File: config.mk
export PLATFORM = sky130hd
export DESIGN_NAME = hawk_cpu_lookup_arb
export DESIGN_NICKNAME = d
export VERILOG_FILES = /design/src/rtl/hawk_cpu_lookup_arb.sv
export SDC_FILE = /design/constraint.sdc
export NUM_CORES = 1
export LEC_CHECK = 0
export CELL_PAD_IN_SITES_DETAIL_PLACEMENT = 0
export CELL_PAD_IN_SITES_GLOBAL_PLACEMENT = 2
export CORE_UTILIZATION = 18
export DETAILED_ROUTE_END_ITERATION = 10
export PLACE_DENSITY_LB_ADDON = 0.1
export SYNTH_ARGS = -nofsm -noshare
export SYNTH_HDL_FRONTEND = slang
export SYNTH_SLANG_ARGS = --single-unit
File: constraint.sdc
create_clock -name clk -period 3.1 [get_ports clk]
set_input_delay 0.31 -clock clk [delete_from_list [all_inputs] [get_ports clk]]
set_output_delay 0.31 -clock clk [all_outputs]
set_load 0.02 [all_outputs]
File: src/rtl/hawk_cpu_lookup_arb.sv
// Round-robin arbiter that shares hawk's single CPU-lookup port between the
// read-stall and write-stall interceptors, and flags lookups that hang.
module hawk_cpu_lookup_arb #(
    parameter int ADDR_WIDTH     = 64,
    parameter int PPN_WIDTH      = ADDR_WIDTH - 12,
    parameter int TIMEOUT_CYCLES = 4096
) (
    input  logic                 clk,
    input  logic                 rst,
    input  logic                 hawk_inactive,
    input  logic                 rd_req_valid,
    input  logic [PPN_WIDTH-1:0] rd_req_hppa,
    output logic                 rd_allow,
    output logic [PPN_WIDTH-1:0] rd_ppa,
    input  logic                 wr_req_valid,
    input  logic [PPN_WIDTH-1:0] wr_req_hppa,
    input  logic                 wr_req_zeroblk,
    output logic                 wr_allow,
    output logic [PPN_WIDTH-1:0] wr_ppa,
    output logic                 hawk_req_valid,
    output logic [PPN_WIDTH-1:0] hawk_req_hppa,
    output logic                 hawk_req_zeroblk,
    input  logic                 hawk_allow,
    input  logic [PPN_WIDTH-1:0] hawk_ppa,
    output logic                 timeout_err,
    input  logic                 err_clr,
    output logic [31:0]          lookup_cnt
);

    localparam int CNT_W = $clog2(TIMEOUT_CYCLES) + 1;
    localparam logic [CNT_W-1:0] CNT_LAST = CNT_W'(TIMEOUT_CYCLES - 1);

    typedef enum logic [1:0] {
        IDLE   = 2'd0,
        LOOKUP = 2'd1,
        DONE   = 2'd2
    } state_t;

    state_t               state_q;
    logic                 gnt_q;
    logic                 rr_q;
    logic [PPN_WIDTH-1:0] hppa_q;
    logic                 zeroblk_q;
    logic                 hawk_req_valid_q;
    logic                 timeout_err_q;
    logic [CNT_W-1:0]     tcnt_q;
    logic [31:0]          lookup_cnt_q;

    logic                 gnt_d;
    logic [PPN_WIDTH-1:0] hppa_d;
    logic                 zeroblk_d;
    logic                 complete;
    logic [PPN_WIDTH-1:0] ppa_sel;

    // Grant select (gnt 0 = rd, 1 = wr) and the same-cycle allow path back to
    // the owner; with hawk disabled the latched page is returned unchanged.
    always_comb begin
        gnt_d     = wr_req_valid && (!rd_req_valid || rr_q);
        hppa_d    = gnt_d ? wr_req_hppa : rd_req_hppa;
        zeroblk_d = gnt_d && wr_req_zeroblk;
        complete  = (state_q == LOOKUP) && (hawk_allow || hawk_inactive);
        ppa_sel   = hawk_allow ? hawk_ppa : hppa_q;
        rd_allow  = complete && !gnt_q;
        wr_allow  = complete && gnt_q;
        rd_ppa    = rd_allow ? ppa_sel : '0;
        wr_ppa    = wr_allow ? ppa_sel : '0;
    end

    always_ff @(posedge clk or posedge rst) begin
        if (rst) begin
            state_q          <= IDLE;
            gnt_q            <= 1'b0;
            rr_q             <= 1'b0;
            hppa_q           <= '0;
            zeroblk_q        <= 1'b0;
            hawk_req_valid_q <= 1'b0;
            timeout_err_q    <= 1'b0;
            tcnt_q           <= '0;
            lookup_cnt_q     <= '0;
        end else begin
            case (state_q)
                IDLE: begin
                    if (rd_req_valid || wr_req_valid) begin
                        gnt_q            <= gnt_d;
                        hppa_q           <= hppa_d;
                        zeroblk_q        <= zeroblk_d;
                        hawk_req_valid_q <= 1'b1;
                        state_q          <= LOOKUP;
                    end
                end
                LOOKUP: begin
                    // Saturate so a hung lookup keeps asserting the error.
                    if (tcnt_q != CNT_LAST) begin
                        tcnt_q <= tcnt_q + CNT_W'(1);
                    end
                    if (complete) begin
                        hawk_req_valid_q <= 1'b0;
                        lookup_cnt_q     <= lookup_cnt_q + 32'd1;
                        state_q          <= DONE;
                    end
                end
                DONE: begin
                    rr_q    <= ~gnt_q;
                    tcnt_q  <= '0;
                    state_q <= IDLE;
                end
                default: state_q <= IDLE;
            endcase

            if ((state_q == LOOKUP) && (tcnt_q == CNT_LAST)) begin
                timeout_err_q <= 1'b1;
            end else if (err_clr) begin
                timeout_err_q <= 1'b0;
            end
        end
    end

    assign hawk_req_valid   = hawk_req_valid_q;
    assign hawk_req_hppa    = hppa_q;
    assign hawk_req_zeroblk = zeroblk_q;
    assign timeout_err      = timeout_err_q;
    assign lookup_cnt       = lookup_cnt_q;

endmodule

==> results by group, run 1 <==
Clock tree
  • Setup repair bufs after CTS: 0
  • CTS sink cnt: 104
  • Clock tree buffer depth: 2
  • Clock Pin Slew Worst Setup and Hold Paths: 0.09 ns
  • Total CTS buffers: 9
  • Root buffer cell: clkbuf_16
  • CTS H-tree depth: 3
  • Post-cts hold buffer count: 0
  • Post-CTS Resized: 0
  • Clock latency on the worst-skew pair: 0.36 ns
  • CTS tree: done

Pwr
  • Switching power: 3.21 mW
  • Sw Share: 43.6%
  • Int Power: 4.15 mW
  • Overall power: 7.35 mW
  • Power Dens Cells: 717 nW/um^2
  • Clock Power Share: 16.6%
  • P_leak: 4.39 nW
  • Max IR drop VDD: 0.290 mV
  • Flop pwr share: 30.4%
  • Comb power frac: 53.0%

Status
  • Status: completed

Worst setup path
  • Worst Setup End Kind: output pin
  • Worst path arrival time: 2.55 ns
  • Critical Path Fanout Max: 33
  • Req. time, crit path: 2.79 ns
  • Worst Setup Path Type: reg2out
  • Startpoint types: flop

Routing
  • DRC viols: 0
  • WL/cell: 18.0 um
  • WL final: 24900 um
  • Final ANT Viol Nets: 0
  • 1st-iter DRT viols: 211
  • DR pass1 iterations: 4
  • Vias/cell: 4.11
  • Routed via count: 5713

STA
  • Min Hold Slack: 0.397 ns
  • RSZ-0062 raised after global routing: no
  • Final period utilization: 92.3%
  • Setup TNS: 0 ns
  • Fmax: 350 MHz
  • Slew Limit Fails: 0
  • Worst-Margin Slew: 0.700 ns
  • Final Setup Violations: 0
  • Period minus WS final: 2.86 ns
  • Final Hold Fails: 0
  • Max_slew headroom: 53.3%
  • Clk_skew: 0.0138 ns

Final layout
  • Share of cells above drive strength 1: 5.30%
  • # nets final: 1143
  • Fin cells: 1389
  • Commonest non-fill, non-tap cell in the layout: clkdlybuf4s50_1
  • Layout area overhead: 76.1%
  • Most frequent cells in the layout: clkdlybuf4s50_1, nor2_1, mux2i_1, dfrtp_1, nand2_1

GRT
  • Gr usage total: 15.1%
  • Largest net degree at the start of global routing: 109
  • Initial antenna violation count: 5
  • Vias in the first global route: 5818
  • GR Overflow Total: 0
  • Global-route wire length before repair: 37600 um

Job
  • Max-cap viol count: 0

Floorplan
  • Die area: 33100 sq um
  • Starting density of the core: 18.4%
  • Die X: 182 um
  • Die Span Y: 182 um
  • # rows: 65
  • Core box area: 31700 sq um
  • Top Ports: 357

Hold path
  • Worst hold path class: in2async

Yosys
  • YS warnings: 0
  • Synth top area cells: dfrtp_1, mux2i_1, nor2_1, o21ai_0, nand2_1
  • Number of enable flip-flop cells after synthesis: 0
  • Syn avg cell area: 9.22 sq um
  • Distinct cells, synth: 43
  • Flops & latches, synth: 104
  • Synth top area share: 44.7%
  • Largest area contributor in the netlist: dfrtp_1
  • Asr flop ratio synth: 100%
  • Post-synth top flop: dfrtp_1
  • Synthesized Nets: 798
  • Register area share after synthesis: 44.7%
  • Cells after synthesis: 632
  • Post-synthesis cell area: 5830 sq um

Placement
  • Port Buffers: 356
  • Detail Placement HPWL: 19300 um
  • Placer congestion estimate: 0.755
  • Placed insts: 1368
registers in the layout (all words and copies together), names as in the netlist:
signal	count
timeout_err	1
hawk_req_zeroblk	1
hawk_req_hppa	52
rr_q	1
hawk_req_valid	1
tcnt_q	13
gnt_q	1
state_q	2
lookup_cnt	32
power groups by stage:
stage | logic, mW | clock network, mW | registers, mW
after CTS | 3.98 | 1.27 | 2.27
final | 3.90 | 1.22 | 2.23
after detailed placement | 3.98 | 0 | 2.29
after floorplan | 1.57 | 0 | 2.57
after global placement | 3.99 | 0 | 2.28
after global routing | 4.25 | 1.33 | 2.33
cells by family (layout without fill, tap and decap cells):
logic type	after synthesis	count (layout)	share of synthesized area (%)
other	0	5	0
buffers and inverters	49	399	3.69
AND/OR/NAND/NOR	259	259	20.3
flip-flops	104	104	44.7
AO/OA/AOI/OAI	76	76	7.13
XOR/XNOR	31	31	4.66
adder cells (fa/ha/maj)	2	2	0.429
multiplexers	111	111	19.1
through the flow:
step	cell area (sq um)	setup slack (ns)	util [%]
after global placement	9940	0.359	31.3
final	10300	0.239	32.3
after global routing	10300	0.0680	32.3
after detailed placement	9940	0.338	31.3
after floorplan	5830	0.0578	-
after CTS	10200	0.234	32.3
final timing paths:
path                                              from                             to  slack (ns)  cells after the start
worst max-delay path            state_q[0]$_DFFE_PP0P_                     rd_ppa[20]        0.24                      5
worst min-delay path                               rst  hawk_req_hppa[26]$_DFFE_PP0P_        0.40                      2
worst max register to register  state_q[0]$_DFFE_PP0P_     lookup_cnt[27]$_DFFE_PP0P_        1.13                      6
worst min register to register  tcnt_q[11]$_DFFE_PP0P_         tcnt_q[11]$_DFFE_PP0P_        0.48                      1
max in group asynchronous                          rst          tcnt_q[6]$_DFFE_PP0P_        1.97                      3
min in group clk                            hawk_allow     hawk_req_valid$_DFFE_PP0P_        0.43                      4
worst max-delay path, stage by stage (launching register included):
cell	delay [ns]
dfrtp_1	0.59
nand2b_1	0.12
or3_2	0.44
buf_4	0.26
nor2_1	0.15
clkdlybuf4s50_1	0.62
layer usage:
layer | track usage [%] | up-vias | wire length (um) | share of wire (%)
li1 | - | 2849 | - | -
met1 | 18.1 | 2612 | 10500 | 42
met2 | 25.7 | 228 | 12200 | 49
met3 | 4.29 | 24 | 1830 | 7.3
met4 | 5.11 | 0 | 488 | 2.0
met5 | 0 | - | 0 | 0
synth_stat cells, types with 2 or more instances:
cell	n
nand4_2	2
dfrtp_1	104
nor3_2	3
nor3b_1	3
xor2_1	10
and2_1	3
nand3_1	15
nand4_1	11
a21oi_1	4
nand2_1	77
and4_1	2
buf_1	4
nor3_1	3
nand4b_1	2
nor2b_1	4
xnor2_1	21
and3_1	4
o311ai_0	2
o22ai_1	2
o21ai_0	59
buf_2	25
clkbuf_1	11
nor2_1	118
nor3_4	2
mux2i_1	110
nand2b_1	5
ha_1	2
inv_1	9
cell type report:
cell class                 count  area, sq um
clock buffer                   9          225
clock inverter                 7         86.3
tap                          402          503
fill                        3311        21500
timing repair buffer         374         3760
sequential                   104         2600
antenna                        5         12.5
inverter                       9         36.3
multi-input combinational    479         3040
(Power assumes the default switching activity.)
==> run 2, diff against run 1 <==
--- a/config.mk
+++ b/config.mk
@@ -5,9 +5,10 @@
 export SDC_FILE = /design/constraint.sdc
 export NUM_CORES = 1
 export LEC_CHECK = 0
+export ABC_AREA = 0
 export CELL_PAD_IN_SITES_DETAIL_PLACEMENT = 0
 export CELL_PAD_IN_SITES_GLOBAL_PLACEMENT = 2
-export CORE_UTILIZATION = 18
+export CORE_UTILIZATION = 22
 export DETAILED_ROUTE_END_ITERATION = 10
 export PLACE_DENSITY_LB_ADDON = 0.1
 export SYNTH_ARGS = -nofsm -noshare
==> constraint.sdc (replaced) <==
create_clock -name clk -period 3.5 [get_ports clk]
set_input_delay 0.35 -clock clk [delete_from_list [all_inputs] [get_ports clk]]
set_output_delay 0.35 -clock clk [all_outputs]
set_load 0.02 [all_outputs]
==> results by group, run 2 (same netlist as run 1, synthesis figures left out) <==
STA
  • Final Setup Violations: 0 (unchanged)
  • RSZ-0062 raised after global routing: no
  • Worst-Margin Slew: 0.737 ns (+0.0371 ns)
  • Slew Limit Fails: 0 (unchanged)
  • Max_slew headroom: 50.8% (-2.6 points)
  • Final worst-path setup slack: 0.471 ns (+0.231 ns)
  • Setup TNS: 0 ns (unchanged)
  • Clk_skew: 0.00911 ns (-0.00469 ns)
  • Final Hold Fails: 0 (unchanged)
  • Final period utilization: 86.6%
  • Period minus WS final: 3.03 ns
  • Fmax: 330 MHz

Final layout
  • Layout area overhead: 74.0%
  • Final Util: 39.0% (+6.7 points)
  • # nets final: 1136 (-0.61%)
  • Commonest non-fill, non-tap cell in the layout: clkdlybuf4s50_1
  • Fin cells: 1310 (-5.7%)
  • Most frequent cells in the layout: clkdlybuf4s50_1, nor2_1, mux2i_1, dfrtp_1, nand2_1
  • N_diodes: 0 (-5)
  • Share of cells above drive strength 1: 4.62% (-0.68 points)
  • Max reg flops: 52 (unchanged)
  • Fill count: 2649 (-20%)

Placement
  • Dpl ws: 0.592 ns (+0.254 ns)
  • Detail Placement HPWL: 18500 um (-4.4%)
  • Placer congestion estimate: 0.732 (-3.0%)
  • Port Buffers: 356 (unchanged)
  • Placed insts: 1294 (-5.4%)

Routing
  • Vias/cell: 4.31 (+4.7%)
  • Routed via count: 5641 (-1.3%)
  • 1st-iter DRT viols: 283 (+34%)
  • Final ANT Viol Nets: 0 (unchanged)
  • WL/cell: 18.3 um (+1.7%)
  • WL final: 23900 um (-4.1%)
  • DRC viols: 0 (unchanged)
  • DR pass1 iterations: 6 (+2)

Pwr
  • Max IR drop VDD: 0.365 mV (+26%)
  • Power Dens Cells: 650 nW/um^2 (-9.4%)
  • P_leak: 4.37 nW (-0.56%)

Floorplan
  • Die area: 27100 sq um (-18%)
  • # rows: 59 (-9.2%)
  • Core box area: 26000 sq um (-18%)
  • Starting density of the core: 22.4% (+4.1 points)
  • Die Span Y: 165 um (-9.4%)
  • Top Ports: 357 (unchanged)
  • Die X: 165 um (-9.4%)

Status
  • Status: completed

Clock tree
  • Post-CTS Resized: 0 (unchanged)
  • Clock tree buffer depth: 2 (unchanged)
  • Total CTS buffers: 9 (unchanged)
  • CTS sink cnt: 104 (unchanged)
  • Setup repair bufs after CTS: 0 (unchanged)
  • Post-cts hold buffer count: 0 (unchanged)
  • CTS H-tree depth: 3 (unchanged)
  • Clock latency on the worst-skew pair: 0.36 ns (about the same)
  • Root buffer cell: clkbuf_16
  • CTS tree: done
  • Clock Pin Slew Worst Setup and Hold Paths: 0.08 ns (about the same)

Worst setup path
  • Crit-path cells: nand2b_1 > or3_2 > buf_4 > nor2_1 > clkdlybuf4s50_1
  • Critical Path Fanout Max: 53 (+61%)
  • Reg2Reg Launch Point: state_q[0]$_DFFE_PP0P_
  • Slowest stage delay, CP: 0.62 ns (about the same)
  • Worst path arrival time: 2.68 ns (+0.13 ns)
  • Worst Setup End Kind: output pin
  • Setup crit start: state_q[0]$_DFFE_PP0P_
  • Critical-path top delay cell: clkdlybuf4s50_1
  • Req. time, crit path: 3.15 ns (+0.36 ns)
  • Startpoint types: flop
  • Worst Setup Path Type: reg2out

GRT
  • Gr usage total: 17.3% (+2.2 points)
  • Global-route wire length before repair: 34500 um (-8.4%)
  • Vias in the first global route: 5545 (-4.7%)
  • GR Overflow Total: 0 (unchanged)
  • Largest net degree at the start of global routing: 95 (-13%)
  • Initial antenna violation count: 1 (-4)

Job
  • Max-cap viol count: 0 (unchanged)

Hold path
  • Worst hold path class: in2async
## run 2: worst paths after layout
check / cells after the start / slack, ns / endpoint
max: 5 / 0.47 / rd_ppa[19]
max in group asynchronous: 3 / 2.35 / hawk_req_hppa[40]$_DFFE_PP0P_
min in group clk: 1 / 0.48 / tcnt_q[11]$_DFFE_PP0P_
max reg2reg: 5 / 1.35 / lookup_cnt[24]$_DFFE_PP0P_
min: 2 / 0.38 / lookup_cnt[19]$_DFFE_PP0P_
min reg2reg: 1 / 0.48 / tcnt_q[11]$_DFFE_PP0P_
## run 2: per-layer routing
layer,GRT usage (%),vias up,wire (um)
li1,-,2820,-
met1,20.9,2577,9650
met2,29.6,228,11900
met3,4.97,16,2130
met4,4.71,0,293
met5,0,-,0
## run 2: layout make-up
cell class / instances / area (sq um) / share of cell area [%]
clock buffer: 9 / 225 / 2.22
clock inverter: 7 / 124 / 1.22
inverter: 9 / 36.3 / 0.358
multi-input combinational: 479 / 3040 / 29.9
sequential: 104 / 2600 / 25.7
tap: 335 / 419 / 4.14
timing repair buffer: 367 / 3690 / 36.4
## run 2: power breakdown
part / internal, mW / total [mW] / leakage, nW / switching, mW
combinational: 1.55 / 3.39 / 2.86 / 1.84
clock: 0.708 / 1.20 / 0.167 / 0.494
sequential: 1.58 / 1.99 / 1.34 / 0.411
total: 3.84 / 6.58 / 4.37 / 2.75
## run 2: metrics by stage
stage	hold WS [ns]	power (mW)	area, sq um
4_1_cts	0.395	6.72	10100
5_1_grt	0.424	7.05	10100
3_3_place_gp	0.458	5.47	9790
2_1_floorplan	0.445	3.66	5830
6_report	0.382	6.58	10100
3_5_place_dp	0.474	5.47	9790
## run 2: critical path: cells and delay by family (launching register included)
family / cells / cell delay (ns)
buf+inv: 2 / 0.95
simple gates: 3 / 0.78
flops: 1 / 0.58
==> run 3, diff against run 2 <==
==> constraint.sdc (replaced) <==
create_clock -name clk -period 3.5 [get_ports clk]
set_input_delay 0.875 -clock clk [delete_from_list [all_inputs] [get_ports clk]]
set_output_delay 0.875 -clock clk [all_outputs]
set_load 0.02 [all_outputs]
==> results by group, run 3 (same netlist as run 1, synthesis figures left out) <==
Placement
  • Placer congestion estimate: 0.726 (-0.78%)
  • Dpl ws: -0.301 ns (-0.893 ns)
  • Placement Cell Area: 9900 sq um (+1.1%)
  • Detail Placement HPWL: 18400 um (-0.49%)
  • Port Buffers: 356 (unchanged)
  • Placed insts: 1302 (+0.62%)

GRT
  • Global-route wire length before repair: 33700 um (-2.1%)
  • Largest net degree at the start of global routing: 89 (-6.3%)
  • Initial antenna violation count: 0 (-1)
  • Gr usage total: 16.8% (-0.50 points)
  • GR Overflow Total: 0 (unchanged)
  • Vias in the first global route: 5520 (-0.45%)

Floorplan
  • Core box area: 26000 sq um (unchanged)
  • # rows: 59 (unchanged)
  • Die area: 27100 sq um (unchanged)
  • Die X: 165 um (unchanged)
  • Starting density of the core: 22.4% (unchanged)
  • Top Ports: 357 (unchanged)
  • Die Span Y: 165 um (unchanged)

Worst setup path
  • Startpoint types: input pin
  • Setup crit start: hawk_inactive
  • FF-to-FF path depth: 6 (+1)
  • Req. time, crit path: 2.62 ns (-0.53 ns)
  • Worst Setup End Kind: output pin
  • FF-to-FF End: lookup_cnt[27]$_DFFE_PP0P_
  • Worst Setup Path Type: in2out
  • Reg2Reg Launch Point: state_q[1]$_DFFE_PP0P_
  • Worst path arrival time: 2.58 ns (-0.10 ns)
  • Reg2reg setup slack: 1.57 ns (+0.22 ns)
  • Worst setup path endpoint: rd_ppa[39]
  • Critical Path Fanout Max: 20 (-62%)

STA
  • Final worst-path setup slack: 0.0440 ns (-0.426 ns)
  • Setup TNS: 0 ns (unchanged)
  • Worst-Margin Slew: 0.456 ns (-0.281 ns)
  • Fmax: 289 MHz (-12%)
  • Max_slew headroom: 69.6% (+19 points)
  • Final Hold Fails: 0 (unchanged)
  • Slew Limit Fails: 0 (unchanged)
  • Period minus WS final: 3.46 ns (+0.426 ns)
  • Clk_skew: 0.00845 ns (-0.000660 ns)
  • Final Setup Violations: 0 (unchanged)
  • Final period utilization: 98.7% (+12 points)
  • RSZ-0062 raised after global routing: yes

Status
  • Status: completed

Routing
  • Routed via count: 5686 (+0.80%)
  • Final ANT Viol Nets: 0 (unchanged)
  • DRC viols: 0 (unchanged)
  • DR pass1 iterations: 4 (-2)
  • WL final: 23500 um (-1.8%)
  • 1st-iter DRT viols: 235 (-17%)
  • Vias/cell: 4.31 (+0.11%)
  • WL/cell: 17.8 um (-2.4%)

Final layout
  • Commonest non-fill, non-tap cell in the layout: clkdlybuf4s50_1
  • Layout area overhead: 70.6%
  • Fin area: 9940 sq um (-1.9%)
  • Fin cells: 1319 (+0.69%)
  • Share of cells above drive strength 1: 9.97% (+5.4 points)
  • Max reg flops: 52 (unchanged)
  • Most frequent cells in the layout: clkdlybuf4s50_1, nor2_1, mux2i_1, dfrtp_1, nand2_1
  • # nets final: 1144 (+0.70%)

Pwr
  • Overall power: 6.34 mW (-3.7%)
  • Power Dens Cells: 638 nW/um^2 (-1.8%)
  • P_leak: 4.70 nW (+7.5%)
  • Max IR drop VDD: 0.298 mV (-18%)

Hold path
  • Worst hold path class: reg2reg

Clock tree
  • CTS H-tree depth: 3 (unchanged)
  • Setup repair bufs after CTS: 0 (unchanged)
  • Clock latency on the worst-skew pair: 0.36 ns (about the same)
  • Root buffer cell: clkbuf_16
  • Clock tree buffer depth: 2 (unchanged)
  • CTS tree: done
  • Post-cts hold buffer count: 0 (unchanged)
  • Clock Pin Slew Worst Setup and Hold Paths: 0.08 ns (about the same)
  • CTS sink cnt: 104 (unchanged)
  • Total CTS buffers: 9 (unchanged)

Job
  • Max-cap viol count: 0 (unchanged)
run 3: cell types whose count changed in the layout (fill, tap and decap cells not counted), sizes merged:
cell	previous run	this run
dlygate4sd2	0	47
clkdlybuf4s50	355	249
clkdlybuf4s15	0	16
clkinv	0	2
buf	12	21
bufinv	3	1
clkbuf	9	51
diode	0	1
run 3: how the worst min path moves through the flow:
| stage | cells after the start | to | start | slack, ns |
|---|---|---|---|---|
| floorplan | 2 | rr_q$_DFFE_PP0P_ | rr_q$_DFFE_PP0P_ | 0.44 |
| global placement | 1 | lookup_cnt[31]$_DFFE_PP0P_ | lookup_cnt[31]$_DFFE_PP0P_ | 0.46 |
| detailed placement | 1 | lookup_cnt[31]$_DFFE_PP0P_ | lookup_cnt[31]$_DFFE_PP0P_ | 0.46 |
| CTS | 1 | lookup_cnt[31]$_DFFE_PP0P_ | lookup_cnt[31]$_DFFE_PP0P_ | 0.48 |
| global route | 1 | tcnt_q[5]$_DFFE_PP0P_ | tcnt_q[5]$_DFFE_PP0P_ | 0.50 |
| finish | 1 | lookup_cnt[31]$_DFFE_PP0P_ | lookup_cnt[31]$_DFFE_PP0P_ | 0.48 |
run 3: power breakdown:
group | internal, mW | switching, mW
registers | 1.58 | 0.395
logic | 1.44 | 1.85
clock network | 0.571 | 0.502
run 3: final cells by class:
type	count	area [sq um]
timing repair buffer	375	3530
clock buffer	9	225
sequential	104	2600
antenna	1	2.50
inverter	9	37.5
multi-input combinational	479	3040
fill	2704	16000
clock inverter	7	85.1
tap	335	419
run 3: metal layers:
layer  wire length [um]  GRT usage [%]  vias to the layer above
met1               9260           19.8                     2603
met5                  0              0                        -
met4                215           3.67                        0
met2              11900           29.3                      232
met3               2090           5.52                       11
li1                   -              -                     2840
run 3: worst max-delay path, stage by stage:
cell and delay (ns):
clkdlybuf4s50_1 0.50, nor2_1 0.07, or3_2 0.52, buf_12 0.19, nor2_1 0.08, dlygate4sd2_1 0.33
run 3: per-stage QoR:
stage,hold WS [ns],util (%)
6_report,0.477,38.3
5_1_grt,0.500,38.2
4_1_cts,0.482,38.9
3_5_place_dp,0.464,38.1
3_3_place_gp,0.459,38.1
2_1_floorplan,0.445,-
run 3: what timing repair did:
item                       in CTS  in global routing
setup endpoints to repair     106                 58
resized for setup             124                 87
gates cloned                    0                  0
